### src/rtl/data_cache.sv
// Direct-mapped, write-through, no-write-allocate data cache.
// Read hits return in the same cycle; misses refill a whole line word by word.
module data_cache #(
  parameter int SETS  = 16,
  parameter int WORDS = 4
) (
  input  logic        clk,
  input  logic        rst_n,
  input  logic        cpu_req_i,
  input  logic        cpu_we_i,
  input  logic [31:0] cpu_addr_i,
  input  logic [31:0] cpu_wdata_i,
  input  logic [3:0]  cpu_wstrb_i,
  output logic [31:0] cpu_rdata_o,
  output logic        cpu_stall_o,
  output logic        mem_req_o,
  output logic        mem_we_o,
  output logic [31:0] mem_addr_o,
  output logic [31:0] mem_wdata_o,
  output logic [3:0]  mem_wstrb_o,
  input  logic        mem_ack_i,
  input  logic [31:0] mem_rdata_i
);

  localparam int WORD_W = $clog2(WORDS);
  localparam int IDX_W  = $clog2(SETS);
  localparam int TAG_W  = 32 - 2 - WORD_W - IDX_W;

  typedef enum logic [1:0] {IDLE, REFILL, WRITE} state_t;

  state_t              state, state_nxt;
  logic [WORD_W-1:0]   cnt;
  logic [SETS-1:0]     valid_q;
  logic [TAG_W-1:0]    tag_mem  [SETS];
  logic [31:0]         data_mem [SETS][WORDS];

  logic [WORD_W-1:0]   word_sel;
  logic [IDX_W-1:0]    idx;
  logic [TAG_W-1:0]    tag;
  logic                hit;
  logic                refill_ack;
  logic                refill_last;
  logic                unused_addr_bits;

  assign word_sel         = cpu_addr_i[2 +: WORD_W];
  assign idx              = cpu_addr_i[2+WORD_W +: IDX_W];
  assign tag              = cpu_addr_i[31 -: TAG_W];
  assign unused_addr_bits = ^cpu_addr_i[1:0];

  assign hit         = valid_q[idx] && (tag_mem[idx] == tag);
  assign refill_ack  = (state == REFILL) && mem_ack_i;
  assign refill_last = refill_ack && (cnt == WORD_W'(WORDS - 1));

  // Undefined unless a read hit is present; the pipeline ignores it otherwise.
  assign cpu_rdata_o = data_mem[idx][word_sel];

  always_comb begin
    // NOTE: every output gets a default before the case so no path infers a latch.
    state_nxt   = state;
    cpu_stall_o = 1'b0;
    mem_req_o   = 1'b0;
    mem_we_o    = 1'b0;
    mem_addr_o  = {cpu_addr_i[31:2], 2'b00};
    mem_wdata_o = cpu_wdata_i;
    mem_wstrb_o = cpu_wstrb_i;
    unique case (state)
      IDLE: begin
        if (cpu_req_i && cpu_we_i) begin
          cpu_stall_o = 1'b1;
          state_nxt   = WRITE;
        end else if (cpu_req_i && !hit) begin
          cpu_stall_o = 1'b1;
          state_nxt   = REFILL;
        end
      end
      REFILL: begin
        cpu_stall_o = 1'b1;
        mem_req_o   = 1'b1;
        mem_addr_o  = {tag, idx, cnt, 2'b00};
        mem_wstrb_o = 4'b1111;
        if (refill_last) state_nxt = IDLE;
      end
      WRITE: begin
        mem_req_o   = 1'b1;
        mem_we_o    = 1'b1;
        // Release the pipeline in the ack cycle so the next access starts right away.
        cpu_stall_o = !mem_ack_i;
        if (mem_ack_i) state_nxt = IDLE;
      end
      default: state_nxt = IDLE;
    endcase
  end

  // NOTE: sequential state uses non-blocking assignments so every register sees pre-edge values.
  always_ff @(posedge clk or negedge rst_n) begin
    if (!rst_n) begin
      state   <= IDLE;
      cnt     <= '0;
      valid_q <= '0;
    end else begin
      state <= state_nxt;
      if (state == IDLE) begin
        cnt <= '0;
        // Invalidate the victim up front so a half-filled line can never hit.
        if (cpu_req_i && !cpu_we_i && !hit) valid_q[idx] <= 1'b0;
      end else if (refill_ack) begin
        cnt <= cnt + 1'b1;
        if (refill_last) valid_q[idx] <= 1'b1;
      end
    end
  end

  // NOTE: tag and data arrays are not reset; the valid bits alone make stale contents harmless.
  always_ff @(posedge clk) begin
    if (refill_ack) begin
      data_mem[idx][cnt] <= mem_rdata_i;
      if (refill_last) tag_mem[idx] <= tag;
    end
    if ((state == WRITE) && mem_ack_i && hit) begin
      for (int b = 0; b < 4; b++) begin
        if (cpu_wstrb_i[b]) data_mem[idx][word_sel][8*b +: 8] <= cpu_wdata_i[8*b +: 8];
      end
    end
  end

endmodule

### config.mk
export PLATFORM = sky130hd
export DESIGN_NAME = data_cache
export DESIGN_NICKNAME = d
export VERILOG_FILES = /design/src/rtl/data_cache.sv
export SDC_FILE = /design/constraint.sdc
export NUM_CORES = 2
export LEC_CHECK = 0
export ABC_CLOCK_PERIOD_IN_PS = 9600
export CAP_MARGIN = 30
export CORE_MARGIN = 2
export CORE_UTILIZATION = 50
export DETAILED_ROUTE_END_ITERATION = 10
export DONT_BUFFER_PORTS = 1
export SETUP_SLACK_MARGIN = 0.4
export SLEW_MARGIN = 40
export SYNTH_ARGS = -nofsm -noshare
export SYNTH_HDL_FRONTEND = slang
export SYNTH_SLANG_ARGS = --single-unit
### constraint.sdc
create_clock -name clk -period 9.6 [get_ports clk]
set_input_delay 2.88 -clock clk [delete_from_list [all_inputs] [get_ports clk]]
set_output_delay 2.88 -clock clk [all_outputs]
set_load 0.05 [all_outputs]
## Word-level counts from Yosys, hierarchy flattened

Memory sizes are Yosys's and may differ from the RTL's.
Cells that the tools add are included.

- $add $sub $neg: 1
- Order comparisons: 6
- Equality and inequality tests: 8
- Mux-type cells: 564
- Bitwise logic cells: 517
- Reductions and logical operators: 21

Operators with widths:

| operator | count |
|---|---|
| 128-bit 2-to-1 mux | 5 |
| 1-bit 2-to-1 mux | 530 |
| 1-bit OR | 512 |
| 32-bit demux with 2-bit select | 5 |
| 32-bit 2-to-1 mux | 4 |
| 16-bit 2-to-1 mux | 5 |
| 32-bit binary-select mux with 2-bit select | 1 |
| 24-bit == test | 1 |
| 24-bit 2-to-1 mux | 1 |
| 16-bit bitwise AND | 1 |
| 16-bit NOT | 1 |
| 16-bit OR | 1 |
| 1-bit logical AND | 12 |
| 2-bit 2-to-1 mux | 6 |
| 4-bit 2-to-1 mux | 2 |
| 8-bit 2-to-1 mux | 1 |
| 3-bit greater-or-equal comparator (second input constant) | 2 |
| 3-bit by 1-bit < comparator with 1-bit output (second input constant) | 2 |
| 2-bit NOT with 3-bit output | 2 |
| 2-bit one-hot mux with 3 select lines | 1 |
| 3-bit AND reduction | 2 |
| 4-bit by 5-bit < comparator with 1-bit output (second input constant) | 1 |
| 1-bit binary-select mux with 4-bit select | 1 |
| 1-bit demux with 4-bit select | 1 |
| 12 further kinds | 17 |

- Register bits: 20
- RAM bits: 2,432
- Input bits: 105
- Output and inout bits: 103
- Logic and storage cells: 1,122
- Memories kept: 2

Memory list:

| name | words | bits a word | read ports | clocked after Yosys merged registers in | wr ports | RTL line | source |
|---|---|---|---|---|---|---|---|
| data_mem | 16 | 128 | 1 | 0 | 1 | 35 | `logic [31:0] data_mem [SETS][WORDS];` |
| tag_mem | 16 | 24 | 1 | 0 | 1 | 34 | `logic [TAG_W-1:0] tag_mem [SETS];` |

## Longest topological paths before layout

- Word-level depth: 10
- Gate-level depth with buffers: 16

## Worst setup path after synthesis

No wires, ideal clock.

- Path type: input-to-output
- From: input port cpu_addr_i[4]
- To: output port cpu_rdata_o[18]
- Data arrival time: 6,281 ps
- Data required time: 6,720 ps
- Setup slack: 439 ps
- Stages: 9
- Path buffers: 6
- Path through: buf_6 buf_4 buf_6 clkbuf_1 buf_1 buf_2 mux4_2 mux4_2 mux4_2

- Cells in the longest elaborated chain, start to end: 4

RTL lines:

| element | RTL line | source |
|---|---|---|
| from (decl) | 11 | `input logic [31:0] cpu_addr_i,` |
| memory 16 x 128 bit | -- |  |
| 32-bit binary-select mux with 2-bit select | 55 | `assign cpu_rdata_o = data_mem[idx][word_sel];` |
| 32-bit 2-to-1 mux (implied by the code) (2 in series) | 55 |  |
| to (decl) | 14 | `output logic [31:0] cpu_rdata_o,` |

No other way between the ends. The select of a mux whose other input is x is not followed.

## Final worst setup path

- From: input port cpu_addr_i[5]
- To: output port cpu_stall_o

- Cells in the longest elaborated chain, start to end: 8

RTL lines:

| element | RTL line | source |
|---|---|---|
| memory 16 x 24 bit / 1-bit binary-select mux with 4-bit select (equally long branches) | -- |  |
| 24-bit == test / 1-bit 2-to-1 mux (equally long branches) | 50 | `assign hit = valid_q[idx] && (tag_mem[idx] == tag);` |
| 1-bit logical AND * | 50 |  |
| 1-bit zero test * | 71 | `end else if (cpu_req_i && !hit) begin` |
| 1-bit logical AND * | 71 |  |
| 1-bit 2-to-1 mux * | 71 |  |
| 1-bit 2-to-1 mux * | 68 | `if (cpu_req_i && cpu_we_i) begin` |
| 1-bit one-hot mux with 3 select lines * | 66 | `unique case (state)` |
| to (decl) | 15 | `output logic cpu_stall_o,` |

Mark *: on every way between the ends. The rest lies on a longest branch, timed or not. The select of a mux whose other input is x is not followed.

==> flow_summary.yaml <==
setup_path:
  cp.required_ps: 6720
  crit-reg2reg-launch: "tag_mem[1][13]"
  critical-path-slowest-cell: "o31a_2"
  worstPathCellList: "buf_16 > buf_16 > buf_16 > buf_16 > nor2_1 > buf_4 > a22o_1 > a221oi_1 > xnor2_1 > nand4_1 > a22oi_2 > nand3_2 > buf_4 > o31a_2"
  crit_fanout: 37
  worstReg2RegEnd: "data_mem[4][21]"
  worst_r2r_path_depth: 11
  critPathMostFrequentCell: "buf_16"
  r2r_slack_ps: 4490
  worst_setup_path_start_kind: "primary input"
  crit_path_kind: "primary input to output port"
  cp.arrival_ps: 6350
  timing.critical_path.slowest_cell_delay_ps: 430
  worstSetupEndpointType: "output port"
global_routing:
  grt_overflow: 0
  grt_first_pass_wirelength_um: 336000
  track_usage_pct: 23.7
  first_global_vias: 46248
  initial_antenna_violation_count: 9
  grt_max_degree: 554
final_layout:
  final.fill_count: 14180
  final_net_count: 4572
  layout_commonest_cell: "edfxtp_1"
  layout.cells.most_common_list: "2,432 x edfxtp_1, 726 x mux4_2, 258 x clkbuf_16"
  layout-area-overhead-vs-synth_pct: 12.4
  drive_above_1_share_pct: 34.8
die:
  area_of_the_die_um2: 200000
  fp-row-count: 162
  io-pin-count: 208
  core-area_um2: 195000
  die-height_um: 447
  die-width_um: 447
  start_util_pct: 50.3
synthesis:
  async_reset_ff_share_pct: 0.816
  yosys.cell_types.count: 66
  cell_count_after_synthesis: 4407
  synth-warning-count: 0
  synth_mux_area_share_pct: 19.5
  synth_area_per_cell_um2: 22.3
  combinational_family_with_the_most_area_after_synthesis: "multiplexers"
  yosys.area_share.simple_pct: 1.26
  dominantRegCellSynth: "edfxtp_1"
  synth_sequential_area_ratio_pct: 74.8
  adder_cell_area_share_of_the_yosys_netlist_pct: 0.102
  mappedNetlistArea_um2: 98300
  synthXorXnorAreaFrac_pct: 0.152
  synth_edf_count: 2432
  postSynthRegisterBits: 2452
  synth_area_in_compound_gates_pct: 2.31
timing:
  timing.final.max_slew_violations: 0
  hold_viol: 0
  finalSetupViolations: 0
  rsz0062_at_grt: "true"
  clock.fmax_ghz: 0.108
  final.setup.worst_slack_ps: 374
  finalHoldWorstSlack_ps: 547
  tightestPinTransition_ps: 1170
  finalCriticalPeriod_ps: 9230
  timing.clock.skew_ps: 39.2
  fin_crit_sh_pct: 96.1
  slew_headroom_pct: 22.3
  tns_setup_ps: 0
detailed_routing:
  drc: 0
  wl_um: 239000
  viasPerCell: 6.28
  dr_total_vias: 45816
  detail_route.iter0.violations: 4550
  route.detailed.wl_per_inst_um: 32.8
  final_antenna_net_count: 0
  detail_route.first_pass.iterations: 5
placed_design:
  pre_cts_slack_ps: 35.3
  port_buffers: 0
  place.gp.congestion: 0.756
  hpwlAfterDp_um: 137000
clock_network:
  cts-buffers-inserted: 241
  worst_setup_hold_path_clk_slew_ps: 60
  cts_tree: "built"
  cts_root_buffer: "clkbuf_16"
  hold_buffers: 0
  htree_levels: 4
  cts_num_sinks: 2452
  max-clock-path-buffers: 3
  clk-insertion-delay-late_ps: 880
job:
  drv_cap: 0
pwr:
  powerDensity_nw_per_um2: 202
  static-leakage-power_uw: 0.0342
  irDropWorstVdd_mv: 0.171
run_status:
  outcome: "complete, no violations"
worst_hold_path:
  worst_hold_path.num_cells: 2
  holdCritPathClass: "register to register"
## critical path, delay by kind of cell
family	cells	cell delay, ps
AOI/OAI and AO/OA	4	1260
xor gates and xnor gates	1	220
buffers and inverters	6	1390
and+or+nand+nor	3	420
## state kept, by name, summed over array words and instances, names as in the netlist, named ones only
| signal | cells |
|---|---|
| cnt | 2 |
| data_mem | 2048 |
| state | 2 |
| tag_mem | 384 |
## kinds of logic (layout without fill, tap and decap cells)
logic type / Yosys count / after routing
buf+inv: 357 / 613
flops: 2452 / 2452
compound gates: 395 / 395
mux: 977 / 977
fa+ha+maj: 8 / 8
other cells: 1 / 6
xor+xnor: 17 / 17
simple gates: 200 / 200
## metal layers
layer | vias to the layer above | routed length (um) | share of wire (%) | track usage (%)
met3 | 365 | 16000 | 6.7 | 3.96
met2 | 1646 | 119000 | 50 | 38.7
met4 | 6 | 6390 | 2.7 | 6.56
met1 | 24932 | 97900 | 41 | 33.3
li1 | 18867 | - | - | -
met5 | - | 35 | 0.015 | 0
## where the power goes
part           total, uW  internal, uW  switching [uW]
combinational       1260           488             772
sequential         11800         11800            11.8
clock               9260          5280            3980
total              22300         17600            4760
## stage by stage
step | power (uW) | area, um^2 | instances | utilization [%]
2_1_floorplan | 13000 | 98300 | 4408 | -
3_3_place_gp | 13100 | 101000 | 6790 | 51.6
3_5_place_dp | 13200 | 102000 | 6817 | 52.3
4_1_cts | 22400 | 110000 | 7268 | 56.3
5_1_grt | 23000 | 110000 | 7289 | 56.6
6_report | 22300 | 110000 | 7292 | 56.6
## repair_timing
action / CTS / global route
endpoints found under the hold margin: 0 / 0
resized for setup: 0 / 5
endpoints found under the setup margin: 29 / 37
gates cloned: 3 / 12
setup buffers: 0 / 1
pin swaps: 0 / 2
## worst max-delay path by stage
stage | endpoint | startpoint | slack, ps | depth (start not counted)
2_1_floorplan | cpu_rdata_o[18] | cpu_addr_i[4] | 440 | 9
3_3_place_gp | cpu_stall_o | cpu_addr_i[5] | 880 | 8
3_5_place_dp | cpu_rdata_o[14] | cpu_addr_i[4] | 40 | 6
4_1_cts | cpu_rdata_o[6] | cpu_addr_i[4] | 430 | 6
5_1_grt | cpu_stall_o | cpu_addr_i[5] | 310 | 14
6_report | cpu_stall_o | cpu_addr_i[5] | 370 | 14
## layout make-up
| cell class | instances | area (um^2) | area share [%] |
|---|---|---|---|
| Antenna cell | 4 | 10.0 | 0.00906 |
| Clock buffer | 295 | 6340 | 5.74 |
| Clock inverter | 153 | 1380 | 1.25 |
| Inverter | 10 | 37.5 | 0.0340 |
| Multi-Input combinational cell | 1599 | 23900 | 21.6 |
| Sequential cell | 2452 | 73500 | 66.6 |
| Tap cell | 2624 | 3280 | 2.97 |
| Timing Repair Buffer | 155 | 2010 | 1.82 |
## Yosys cell counts, drive strengths merged (3+ instances only)
master / count / share of area, %
a2111oi: 3 / 0.027
a211oi: 5 / 0.038
a21o: 3 / 0.023
a21oi: 291 / 1.5
a221oi: 6 / 0.053
a22oi: 25 / 0.20
a31oi: 19 / 0.12
a32oi: 4 / 0.036
and2: 5 / 0.032
and3: 12 / 0.076
and3b: 5 / 0.045
buf: 176 / 1.2
clkbuf: 171 / 0.65
dfrtp: 20 / 0.51
edfxtp: 2432 / 74
ha: 8 / 0.10
inv: 9 / 0.034
mux2: 154 / 1.9
mux2i: 97 / 0.99
mux4: 726 / 17
nand2: 38 / 0.15
nand2b: 6 / 0.038
nand3: 20 / 0.11
nand4: 21 / 0.32
nor2: 44 / 0.17
nor2b: 12 / 0.076
nor3: 13 / 0.066
nor3b: 7 / 0.053
nor4: 7 / 0.060
o21ai: 8 / 0.041
o22a: 4 / 0.036
o22ai: 9 / 0.057
o31ai: 4 / 0.031
or2: 5 / 0.032
xnor2: 13 / 0.12
xor2: 4 / 0.036
Power figures use the tool's default switching activity.
